==> src/rtl/debounce_pkg.sv <==
// Shared constants for the switch/key debouncer: board clock, debounce window
// and the channel map used by the up/down LED counter.
package debounce_pkg;

  localparam int CLK_HZ                = 50_000_000;
  localparam int DEBOUNCE_MS           = 10;
  localparam int DEFAULT_STABLE_CYCLES = (CLK_HZ / 1000) * DEBOUNCE_MS;

  localparam int SW1_IDX    = 0;
  localparam int SW2_IDX    = 1;
  localparam int SW3_IDX    = 2;
  localparam int SW4_IDX    = 3;
  localparam int RSTKEY_IDX = 4;

endpackage

==> src/rtl/debounce_channel.sv <==
// One debounced channel: two-flop synchroniser, stable-time counter and
// registered rise/fall pulses.
module debounce_channel
  import debounce_pkg::*;
#(
  parameter int   STABLE_CYCLES = DEFAULT_STABLE_CYCLES,
  parameter logic INIT          = 1'b0
) (
  input  logic clk,
  input  logic rst,
  input  logic raw_in,
  output logic db_out,
  output logic rise,
  output logic fall,
  output logic accept
);

  localparam int             CW   = $clog2(STABLE_CYCLES + 1);
  localparam logic [CW-1:0]  LAST = CW'(STABLE_CYCLES - 1);

  logic          s1;
  logic          s2;
  logic [CW-1:0] cnt;

  // High in the cycle whose edge commits a new level; the top registers it
  // into any_change alongside the pulses.
  assign accept = (s2 != db_out) && (cnt == LAST);

  always_ff @(posedge clk or negedge rst) begin
    if (!rst) begin
      s1     <= INIT;
      s2     <= INIT;
      db_out <= INIT;
      cnt    <= '0;
      rise   <= 1'b0;
      fall   <= 1'b0;
    end else begin
      s1   <= raw_in;
      s2   <= s1;
      rise <= accept & s2;
      fall <= accept & ~s2;
      if (s2 == db_out) begin
        cnt <= '0;
      end else if (accept) begin
        db_out <= s2;
        cnt    <= '0;
      end else begin
        cnt <= cnt + 1'b1;
      end
    end
  end

endmodule

==> src/rtl/switch_debouncer.sv <==
// Debounces the board slide switches and reset key feeding the LED counter;
// one independent channel per bit plus a combined change flag.
module switch_debouncer
  import debounce_pkg::*;
#(
  parameter int               WIDTH         = 5,
  parameter int               STABLE_CYCLES = DEFAULT_STABLE_CYCLES,
  parameter logic [WIDTH-1:0] INIT          = WIDTH'(5'b10000)
) (
  input  logic             clk,
  input  logic             rst,
  input  logic [WIDTH-1:0] raw_in,
  output logic [WIDTH-1:0] db_out,
  output logic [WIDTH-1:0] rise,
  output logic [WIDTH-1:0] fall,
  output logic             any_change
);

  logic [WIDTH-1:0] accept;

  for (genvar i = 0; i < WIDTH; i++) begin : g_ch
    debounce_channel #(
      .STABLE_CYCLES (STABLE_CYCLES),
      .INIT          (INIT[i])
    ) u_ch (
      .clk    (clk),
      .rst    (rst),
      .raw_in (raw_in[i]),
      .db_out (db_out[i]),
      .rise   (rise[i]),
      .fall   (fall[i]),
      .accept (accept[i])
    );
  end

  always_ff @(posedge clk or negedge rst) begin
    if (!rst) begin
      any_change <= 1'b0;
    end else begin
      any_change <= |accept;
    end
  end

endmodule

==> config.mk <==
export PLATFORM = sky130hd
export DESIGN_NAME = switch_debouncer
export DESIGN_NICKNAME = d
export VERILOG_FILES = /design/src/rtl/debounce_pkg.sv /design/src/rtl/debounce_channel.sv /design/src/rtl/switch_debouncer.sv
export SDC_FILE = /design/constraint.sdc
export NUM_CORES = 1
export LEC_CHECK = 0
export BUFFER_PORTS_ARGS = -buffer_cell sky130_fd_sc_hd__buf_2
export CORE_ASPECT_RATIO = 0.8
export CORE_MARGIN = 1
export CORE_UTILIZATION = 62
export DETAILED_ROUTE_END_ITERATION = 12
export HOLD_SLACK_MARGIN = 0.05
export PLACE_DENSITY = 0.79
export SYNTH_ARGS = -nofsm -noshare
export SYNTH_HDL_FRONTEND = slang
export SYNTH_SLANG_ARGS = --single-unit
==> constraint.sdc <==
create_clock -name clk -period 2.6 [get_ports clk]
set_input_delay 0.52 -clock clk [delete_from_list [all_inputs] [get_ports clk]]
set_output_delay 0.52 -clock clk [all_outputs]
set_load 0.005 [all_outputs]
After elaboration in Yosys (flattened, before gate mapping):

Cells that the tools add are included.

* $add $sub $neg: 5
* $mul: 0
* div/mod/pow operators: 0
* $lt $le $gt $ge: 0
* equal/unequal tests: 15
* shift-type cells: 0
* mux-type cells: 10
* bitwise gates (word level): 20
* reduce and logical (&&, ||, !) cells: 11

Operators by type and width (number)
* two-way mux 19 bit: 10
* adder 19 x 1 -> 19 bit (second input constant): 5
* equality test 19 bit (second input constant): 5
* bitwise AND 1 bit: 10
* NOT 1 bit: 10
* AND reduction 2 bit: 5
* equality test 1 bit: 5
* logical AND 1 bit: 5
* inequality test 1 bit: 5
* OR reduction 5 bit: 1

* register bits after elaboration: 121
* bits in latches: 0
* RAM bits: 0
* memory bits (read-only): 0
* input port bits: 7
* output and inout bits: 16
* memories: 0

Longest topological paths before layout:

Gate-level depths: netlist of the first run.

* word-level depth: 4
* gate-level depth with buffers: 8
* depth with buffers taken out: 5

Modules after synthesis:

A second synthesis of the first run with hierarchy kept.

* cell total of the unflattened synthesis: 559
* area, all modules: 5915.7 um^2

By module, submodules not included
* debounce_channel at g_ch[0].u_ch ...: times used 4, cells each 111, area each 1174.9 um^2, seq. area each 600.6 um^2
* debounce_channel at g_ch[4].u_ch: times used 1, cells each 111, area each 1178.6 um^2, seq. area each 604.3 um^2
* switch_debouncer: times used 1, cells each 4, area each 37.5 um^2, seq. area each 25.0 um^2

Worst setup path after synthesis of the first run:

OpenSTA, ideal clock, no wires.

* path kind: register to register
* from: register g_ch[1].u_ch.cnt[0]
* to: register g_ch[1].u_ch.cnt[18]
* library setup time: 0.077 ns
* data arrival time: 1.762 ns
* slack: 0.761 ns
* stages on the path, launching flop included: 6
* clock period less this slack: 1.839 ns
* cells stage by stage: dfrtp_1 > ha_1 > nand4_1 > or3_4 > or4_1 > a21oi_1

* longest elaborated chain between the ends: 4
* elaborated cells between the ends (all ways): 5
* those cells by class: 1 x add/sub; 1 x eq/ne; 2 x mux; 1 x reduce/logical

RTL lines
* from (decl): RTL line debounce_channel.sv:23 `logic [CW-1:0] cnt;`
* from (signal assigned): RTL line debounce_channel.sv:48 `cnt <= cnt + 1'b1;`
* branches (longest 2 deep; another with adder 19 x 1 -> 19 bit)
* two-way mux 19 bit *: RTL line debounce_channel.sv:44 `end else if (accept) begin`
* two-way mux 19 bit *: RTL line debounce_channel.sv:42 `if (s2 == db_out) begin`

Mark *: on every way between the ends.
A chain may end at the register's enable or synchronous reset.

Final worst setup path of the first run:

* from: register g_ch[1].u_ch.cnt[12]
* to: register g_ch[1].u_ch.cnt[10]

* longest elaborated chain between the ends: 4

RTL lines
* equality test 19 bit: RTL line debounce_channel.sv:27 `assign accept = (s2 != db_out) && (cnt == LAST);`
* logical AND 1 bit: RTL line debounce_channel.sv:27
* two-way mux 19 bit: RTL line debounce_channel.sv:44
* two-way mux 19 bit: RTL line debounce_channel.sv:42

Every way passes these cells.

==> key figures, run 1 <==
Status
  • Outcome: completed

Synthesis
  • Fraction of registers with async set/reset: 1.000
  • Dominant cells by area after synthesis: dfrtp_1 (51%), xnor2_1 (6.0%), nor2_1 (5.5%), xor2_1 (4.4%), nand4_1 (2.8%)
  • EDFF count, synth: 0
  • Area share of the largest cell type after synthesis: 0.5084
  • Syn. warnings: 0
  • Post-synthesis register bit count: 121
  • Syn_area_per_cell: slightly above 10 µm²
  • Yosys top cell by area: dfrtp_1
  • Post-Syn Area: 0.005808 mm²
  • Post-synthesis sequential area ratio: 0.5220
  • Synth Flop Type: dfrtp_1
  • Yosys cell types: 49
  • Syn Inst Count: about 570
  • Post-Syn Nets: 580

Finish
  • Util after Layout: 0.7160
  • Fraction of layout cells with a size suffix above 1: 0.1252
  • # diodes: 0
  • Post-route cell area: 0.006499 mm²
  • Most common cell after layout, fill and taps aside: dfrtp_1
  • Fill cells: between 600 and 700
  • Most frequent cells in the layout: dfrtp_1 (118), nor2_1 (85), xnor2_1 (40)
  • Fin nets: approximately 600
  • Area Overhead vs Synth: 11.89%

Floorplanning
  • Die height: 88.57 µm
  • Io pins: 23
  • Cell Rows: 31
  • Die ar.: between 0.009 and 0.01 mm²
  • Starting Density: 0.6399
  • Die width: 110.2 µm
  • Core Box Area: 0.009076 mm²

GRT
  • Largest net degree at the start of global routing: between 50 and 60
  • GRT Util Overall: 0.2627
  • Gr ovfl total: 0
  • Vias in the first global route: about 4000
  • First-pass GRT wire length: about 19000 µm
  • Initial antenna violation count: 0

Worst setup path
  • CP Buf/Inv Count: 0
  • Worst path cell trace: or4_1 -> nor4_2 -> a21o_1 -> nor2_1
  • Crit-path slowest cell: a21o_1
  • Crit path DAT: 2.41 ns
  • CP Max Fanout: 18
  • CP Launch Type: flop
  • CP delay by family, top: simple AND/OR/NAND/NOR gates
  • Largest stage delay, worst path: 0.55 ns
  • CP required: 2.87 ns
  • CP Class: reg -> reg
  • Worst Setup End Kind: flop

CTS
  • Clock Sink Count: ~120
  • Clock latency on the worst-skew pair: between 0.4 and 0.5 ns
  • Hold-fix buffers, CTS: 0
  • CTS tree: yes
  • TritonCTS Buffers: 17
  • H-tree Lvls: 4
  • Clock buffer depth: 2
  • # Post-CTS Setup Buffers: 0
  • Clock Pin Slew Worst Setup and Hold Paths: ~0.050 ns
  • CTS root buf: clkbuf_16
  • Post-cts sizing count: 0

Placed design
  • HPWL Detailed: 7510 µm
  • Pre-CTS setup slack: ~0.45 ns
  • Placement Cell Area: 0.005928 mm²
  • GP Congestion: slightly below 0.9
  • PortBufs: 22

Pwr
  • Leakage power: 2.767 nW
  • Total power: around 4.3 mW
  • P per Cell Area: about 660 mW/mm²
  • Peak supply drop: 611.9 µV

Drt
  • First-pass detailed-route iteration total: 5
  • Met3 WL: between 500 and 600 µm
  • Routed vias/inst: about 5.9
  • Top Layer Used: met4
  • Detailed-route wire length per cell: 15.70 µm
  • Total routed wirelength: ~11000 µm
  • Routed Antenna Nets: 0
  • Met1 wire length: about 5500 µm
  • Via Count: ~4200
  • Initial drt markers: roughly 420
  • # DRC: 0
  • Met2 wire len: between 5000 and 6000 µm

Timing
  • Max Freq: about 0.47 GHz
  • Max-slew violation total from the final report: 0
  • Crit path time final: roughly 2.1 ns
  • TNS Setup: 0 ns
  • Worst Max-Slew Pin Slew: 0.6754 ns
  • Unrepaired setup endpoints after global routing: no
  • Final worst slack: approximately 0.46 ns
  • Clk_skew: 0.006447 ns
  • Final period utilization: 0.8237
  • Setup violators final: 0
  • Hold Vio Cnt, Final: 0
  • Slew margin rel.: 0.5497

Flow run
  • Max_cap viols: 0

Worst hold path
  • Hold Crit Class: in -> async
## report_power, final
| group | switching, mW | internal, mW | total, mW |
|---|---|---|---|
| sequential | 0.0251 | 1.91 | 1.94 |
| combinational | 0.0824 | 0.0370 | 0.119 |
| clock | 0.794 | 1.43 | 2.23 |
| total | 0.901 | 3.38 | 4.28 |
## worst paths after layout
check                                     start              endpoint  slack, ns  cells after the start
max                        g_ch[1].u_ch.cnt[12]  g_ch[1].u_ch.cnt[10]       0.46                      4
min                                         rst  g_ch[1].u_ch.cnt[14]       0.15                      1
max reg2reg                g_ch[1].u_ch.cnt[12]  g_ch[1].u_ch.cnt[10]       0.46                      4
min reg2reg                     g_ch[1].u_ch.s1       g_ch[1].u_ch.s2       0.35                      0
max in group asynchronous                   rst  g_ch[2].u_ch.cnt[18]       1.79                      2
min in group clk                      raw_in[4]       g_ch[4].u_ch.s1       0.20                      1
## stage by stage
| stage | cells | hold slack [ns] |
|---|---|---|
| after floorplan | 568 | 0.2244 |
| after global placement | 682 | 0.3350 |
| after detailed placement | 682 | 0.3372 |
| after CTS | 714 | 0.1614 |
| after global routing | 714 | 0.1924 |
| final | 714 | 0.1492 |
## cell usage after synthesis, types with 4 or more instances
master	instances
and3_1	13
nor3_1	17
xnor2_1	40
clkbuf_1	4
and2_1	7
nor4b_1	5
and4_1	7
or4_1	10
ha_1	5
nand2_1	27
o21ai_0	8
buf_4	18
xor2_1	29
nor2_1	85
inv_1	17
a21oi_1	21
nor4_1	14
nand4_1	26
dfrtp_1	118
or3_1	12
nand3_1	31
o31ai_1	9
## area by class of cell
class,count,area (µm²),share of cell area
Clock inverter,7,65.06,0.01001
Clock buffer,25,505.5,0.07778
Inverter,17,63.81,0.009819
Tap cell,115,143.9,0.02214
Sequential cell,121,3032,0.4665
Multi-Input combinational cell,402,2514,0.3868
Timing Repair Buffer,27,175.2,0.02695
## state kept, by name, summed over array words and instances (netlist names)
register          count
g_ch.u_ch.db_out      5
g_ch.u_ch.rise        5
g_ch.u_ch.fall        5
g_ch.u_ch.cnt        95
g_ch.u_ch.s2          5
g_ch.u_ch.s1          5
any_change            1
## routing by layer
metal | vias up | GRT usage
met3 | 16 | 0.06554
met4 | 0 | 0.1196
met1 | 2057 | 0.3654
li1 | 2030 | -
met2 | 93 | 0.3920
met5 | - | 0
## logic make-up after synthesis
| logic type | count (synthesis) | share of synthesized area |
|---|---|---|
| AO/OA/AOI/OAI | 50 | 0.05752 |
| adder cells (fa/ha/maj) | 5 | 0.01077 |
| XOR/XNOR | 69 | 0.1041 |
| AND/OR/NAND/NOR | 275 | 0.2546 |
| multiplexers | 3 | 0.005816 |
| flip-flops | 121 | 0.5220 |
| buffers and inverters | 45 | 0.04524 |
Note: power is estimated with default switching activity, not from simulation.
==> run 2, diff against run 1 <==
--- a/config.mk
+++ b/config.mk
@@ -8,10 +8,10 @@
 export BUFFER_PORTS_ARGS = -buffer_cell sky130_fd_sc_hd__buf_2
 export CORE_ASPECT_RATIO = 0.8
 export CORE_MARGIN = 1
-export CORE_UTILIZATION = 62
+export CORE_UTILIZATION = 56
 export DETAILED_ROUTE_END_ITERATION = 12
 export HOLD_SLACK_MARGIN = 0.05
-export PLACE_DENSITY = 0.79
+export PLACE_DENSITY = 0.75
 export SYNTH_ARGS = -nofsm -noshare
 export SYNTH_HDL_FRONTEND = slang
 export SYNTH_SLANG_ARGS = --single-unit
==> constraint.sdc (replaced) <==
create_clock -name clk -period 1.79 [get_ports clk]
set_input_delay 0.358 -clock clk [delete_from_list [all_inputs] [get_ports clk]]
set_output_delay 0.358 -clock clk [all_outputs]
set_load 0.005 [all_outputs]
==> run 2 against run 1 <==
Compared with the run above:
- total power is 51% higher
- core utilization is 1.7 points higher
- global-route usage is 0.44 points higher
- clock skew is 0.0026 ns higher
- non-clock buffer count is 61 higher
==> key figures, run 2 (synthesis results as in run 1) <==
Timing
  • Crit path time final: 1.788 ns (was 2.141 ns)
  • Unrepaired setup endpoints after global routing: yes (was no)
  • Final worst slack: 0.002284 ns (was 0.4585 ns)
  • Hold Vio Cnt, Final: 0 (unchanged)
  • Slew margin rel.: 0.6212 (was 0.5497)
  • Max Freq: 0.5594 GHz (was 0.4670 GHz)
  • Max-slew violation total from the final report: 0 (unchanged)
  • Worst Max-Slew Pin Slew: 0.5638 ns (was 0.6754 ns)
  • Clk_skew: 0.009088 ns (was 0.006447 ns)
  • Final period utilization: 0.9987 (was 0.8237)
  • Setup violators final: 0 (unchanged)

Worst setup path
  • Largest stage delay, worst path: 0.55 ns (about the same)
  • CP Max Fanout: 11 (was 18)
  • Worst Setup End Kind: flop (unchanged)
  • Crit path DAT: 2.08 ns (was 2.41 ns)
  • CP Class: reg -> reg (unchanged)
  • CP required: 2.08 ns (was 2.87 ns)
  • Crit-path slowest cell: or4_4 (was a21o_1)
  • Worst path cell trace: or4_4 -> nor4_4 -> a21o_1 -> buf_6 -> nor2_1 (was or4_1 -> nor4_2 -> a21o_1 -> nor2_1)
  • CP Buf/Inv Count: 1 (was 0)
  • CP Launch Type: flop (unchanged)
  • CP delay by family, top: simple AND/OR/NAND/NOR gates (unchanged)

Pwr
  • Total power: 6.484 mW (was 4.284 mW)
  • Leakage power: 3.147 nW (was 2.767 nW)
  • Peak supply drop: 800.8 µV (was 611.9 µV)
  • P per Cell Area: 898.5 mW/mm² (was 659.3 mW/mm²)

GRT
  • Largest net degree at the start of global routing: 36 (was 54)
  • Vias in the first global route: 4649 (was 3971)
  • Grt met3 use: 0.06222 (was 0.06554)
  • Top Usage Layer GRT: met2 (unchanged)
  • GR Util met2: 0.4365 (was 0.3920)
  • GRT Util Overall: 0.2671 (was 0.2627)
  • First-pass GRT wire length: 22050 µm (was 19200 µm)
  • Initial antenna violation count: 0 (unchanged)
  • Grt met1 use: 0.3451 (was 0.3654)
  • Gr ovfl total: 0 (unchanged)

Placed design
  • PortBufs: 22 (unchanged)
  • Pre-CTS setup slack: -0.004970 ns (was 0.4513 ns)
  • HPWL Detailed: 8642 µm (was 7510 µm)
  • GP Congestion: 0.8727 (was 0.8730)

Finish
  • Most common cell after layout, fill and taps aside: dfrtp_1 (unchanged)
  • Area Overhead vs Synth: 24.26% (was 11.89%)
  • Fraction of layout cells with a size suffix above 1: 0.2394 (was 0.1252)
  • Util after Layout: 0.7327 (was 0.7160)
  • Most frequent cells in the layout: dfrtp_1 (117), nor2_1 (78), buf_4 (53) (was dfrtp_1 (118), nor2_1 (85), xnor2_1 (40))
  • Fill cells: 686 (was 645)
  • Fin nets: 659 (was 598)
  • Largest register FFs: 95 (unchanged)
  • # diodes: 0 (unchanged)
  • Most flop-heavy register: g_ch.u_ch.cnt (unchanged)

Drt
  • Routed Antenna Nets: 0 (unchanged)
  • Detailed-route wire length per cell: 17.03 µm (was 15.70 µm)
  • Total routed wirelength: 13550 µm (was 11210 µm)
  • Initial drt markers: 418 (was 421)
  • # DRC: 0 (unchanged)
  • Via Count: 4722 (was 4196)
  • Routed vias/inst: 5.932 (was 5.877)
  • First-pass detailed-route iteration total: 7 (was 5)

Floorplanning
  • Die height: 93.09 µm (was 88.57 µm)
  • Die ar.: 0.01079 mm² (was 0.009761 mm²)
  • Starting Density: 0.5897 (was 0.6399)
  • Cell Rows: 32 (was 31)
  • Core Box Area: 0.009849 mm² (was 0.009076 mm²)
  • Die width: 115.9 µm (was 110.2 µm)
  • Io pins: 23 (unchanged)

CTS
  • Clock buffer depth: 2 (unchanged)
  • Clock Sink Count: 121 (unchanged)
  • Clock Pin Slew Worst Setup and Hold Paths: 0.06 ns (was 0.05 ns)
  • H-tree Lvls: 4 (unchanged)
  • Clock latency on the worst-skew pair: 0.42 ns (was 0.41 ns)
  • TritonCTS Buffers: 17 (unchanged)
  • CTS tree: yes (unchanged)
  • CTS root buf: clkbuf_16 (unchanged)

Worst hold path
  • Hold Crit Class: reg -> reg (was in -> async)

Status
  • Outcome: completed (unchanged)

Flow run
  • Max_cap viols: 0 (unchanged)
-- run 2: changes by cell type in the layout (fill, tap and decap cells not counted), sizes merged --
| cell | before | now |
|---|---|---|
| buf | 27 | 82 |
| dlygate4sd3 | 0 | 6 |
| bufinv | 1 | 2 |
| clkinvlp | 2 | 1 |
-- run 2: worst paths after layout --
path / startpoint / to / slack [ns] / cells past startpoint
max: g_ch[1].u_ch.cnt[10] / g_ch[1].u_ch.cnt[8] / 0.002 / 5
max reg2reg: g_ch[1].u_ch.cnt[10] / g_ch[1].u_ch.cnt[8] / 0.002 / 5
min: g_ch[0].u_ch.s1 / g_ch[0].u_ch.s2 / 0.35 / 0
min reg2reg: g_ch[0].u_ch.s1 / g_ch[0].u_ch.s2 / 0.35 / 0
min in group asynchronous: rst / g_ch[1].u_ch.cnt[15] / 0.45 / 2
max in group asynchronous: rst / g_ch[4].u_ch.db_out / 0.70 / 3
-- run 2: what timing repair did --
item / 4_1_cts / 5_1_grt
gates resized for setup: 3 / 30
pin swaps: 0 / 13
hold buffers: 6 / 0
setup endpoints to repair: 25 / 52
setup buffers: 0 / 4
endpoints found under the hold margin: 35 / 0
-- run 2: final cells by class --
cell class                 count  area [µm²]  share of cell area
inverter                      17       63.81            0.008842
tap                          136       170.2             0.02358
multi-input combinational    402        2641              0.3660
clock inverter                 7       87.58             0.01214
clock buffer                  25       515.5             0.07143
timing repair buffer          88       705.7             0.09778
sequential                   121        3033              0.4202
-- run 2: where the power goes --
part / internal [mW] / switching, mW
clock: 2.26 / 1.18
combinational: 0.0912 / 0.136
sequential: 2.78 / 0.0397
total: 5.13 / 1.35
-- run 2: worst reg2reg max path: cells and delay by family, from the launching register on --
family	cells	cell delay, ns
AND/OR/NAND/NOR	3	0.87
buffers and inverters	1	0.17
flip-flops	1	0.41
AO/OA/AOI/OAI	1	0.22
-- run 2: stage by stage --
stage / instances / hold WS, ns / TNS, ns / cell area (µm²)
finish: 796 / 0.3548 / 0 / 7217
global route: 796 / 0.3605 / -1.153 / 7217
CTS: 792 / 0.3504 / 0 / 7077
detailed placement: 754 / 0.3381 / -0.007336 / 6401
global placement: 754 / 0.3325 / 0 / 6401
floorplan: 568 / 0.06241 / -0.03294 / 5822
-- run 2: per-layer routing --
metal	wire, µm	vias up
met4	163	0
met3	770	21
li1	-	2154
met1	5904	2370
met2	6713	177
met5	0	-
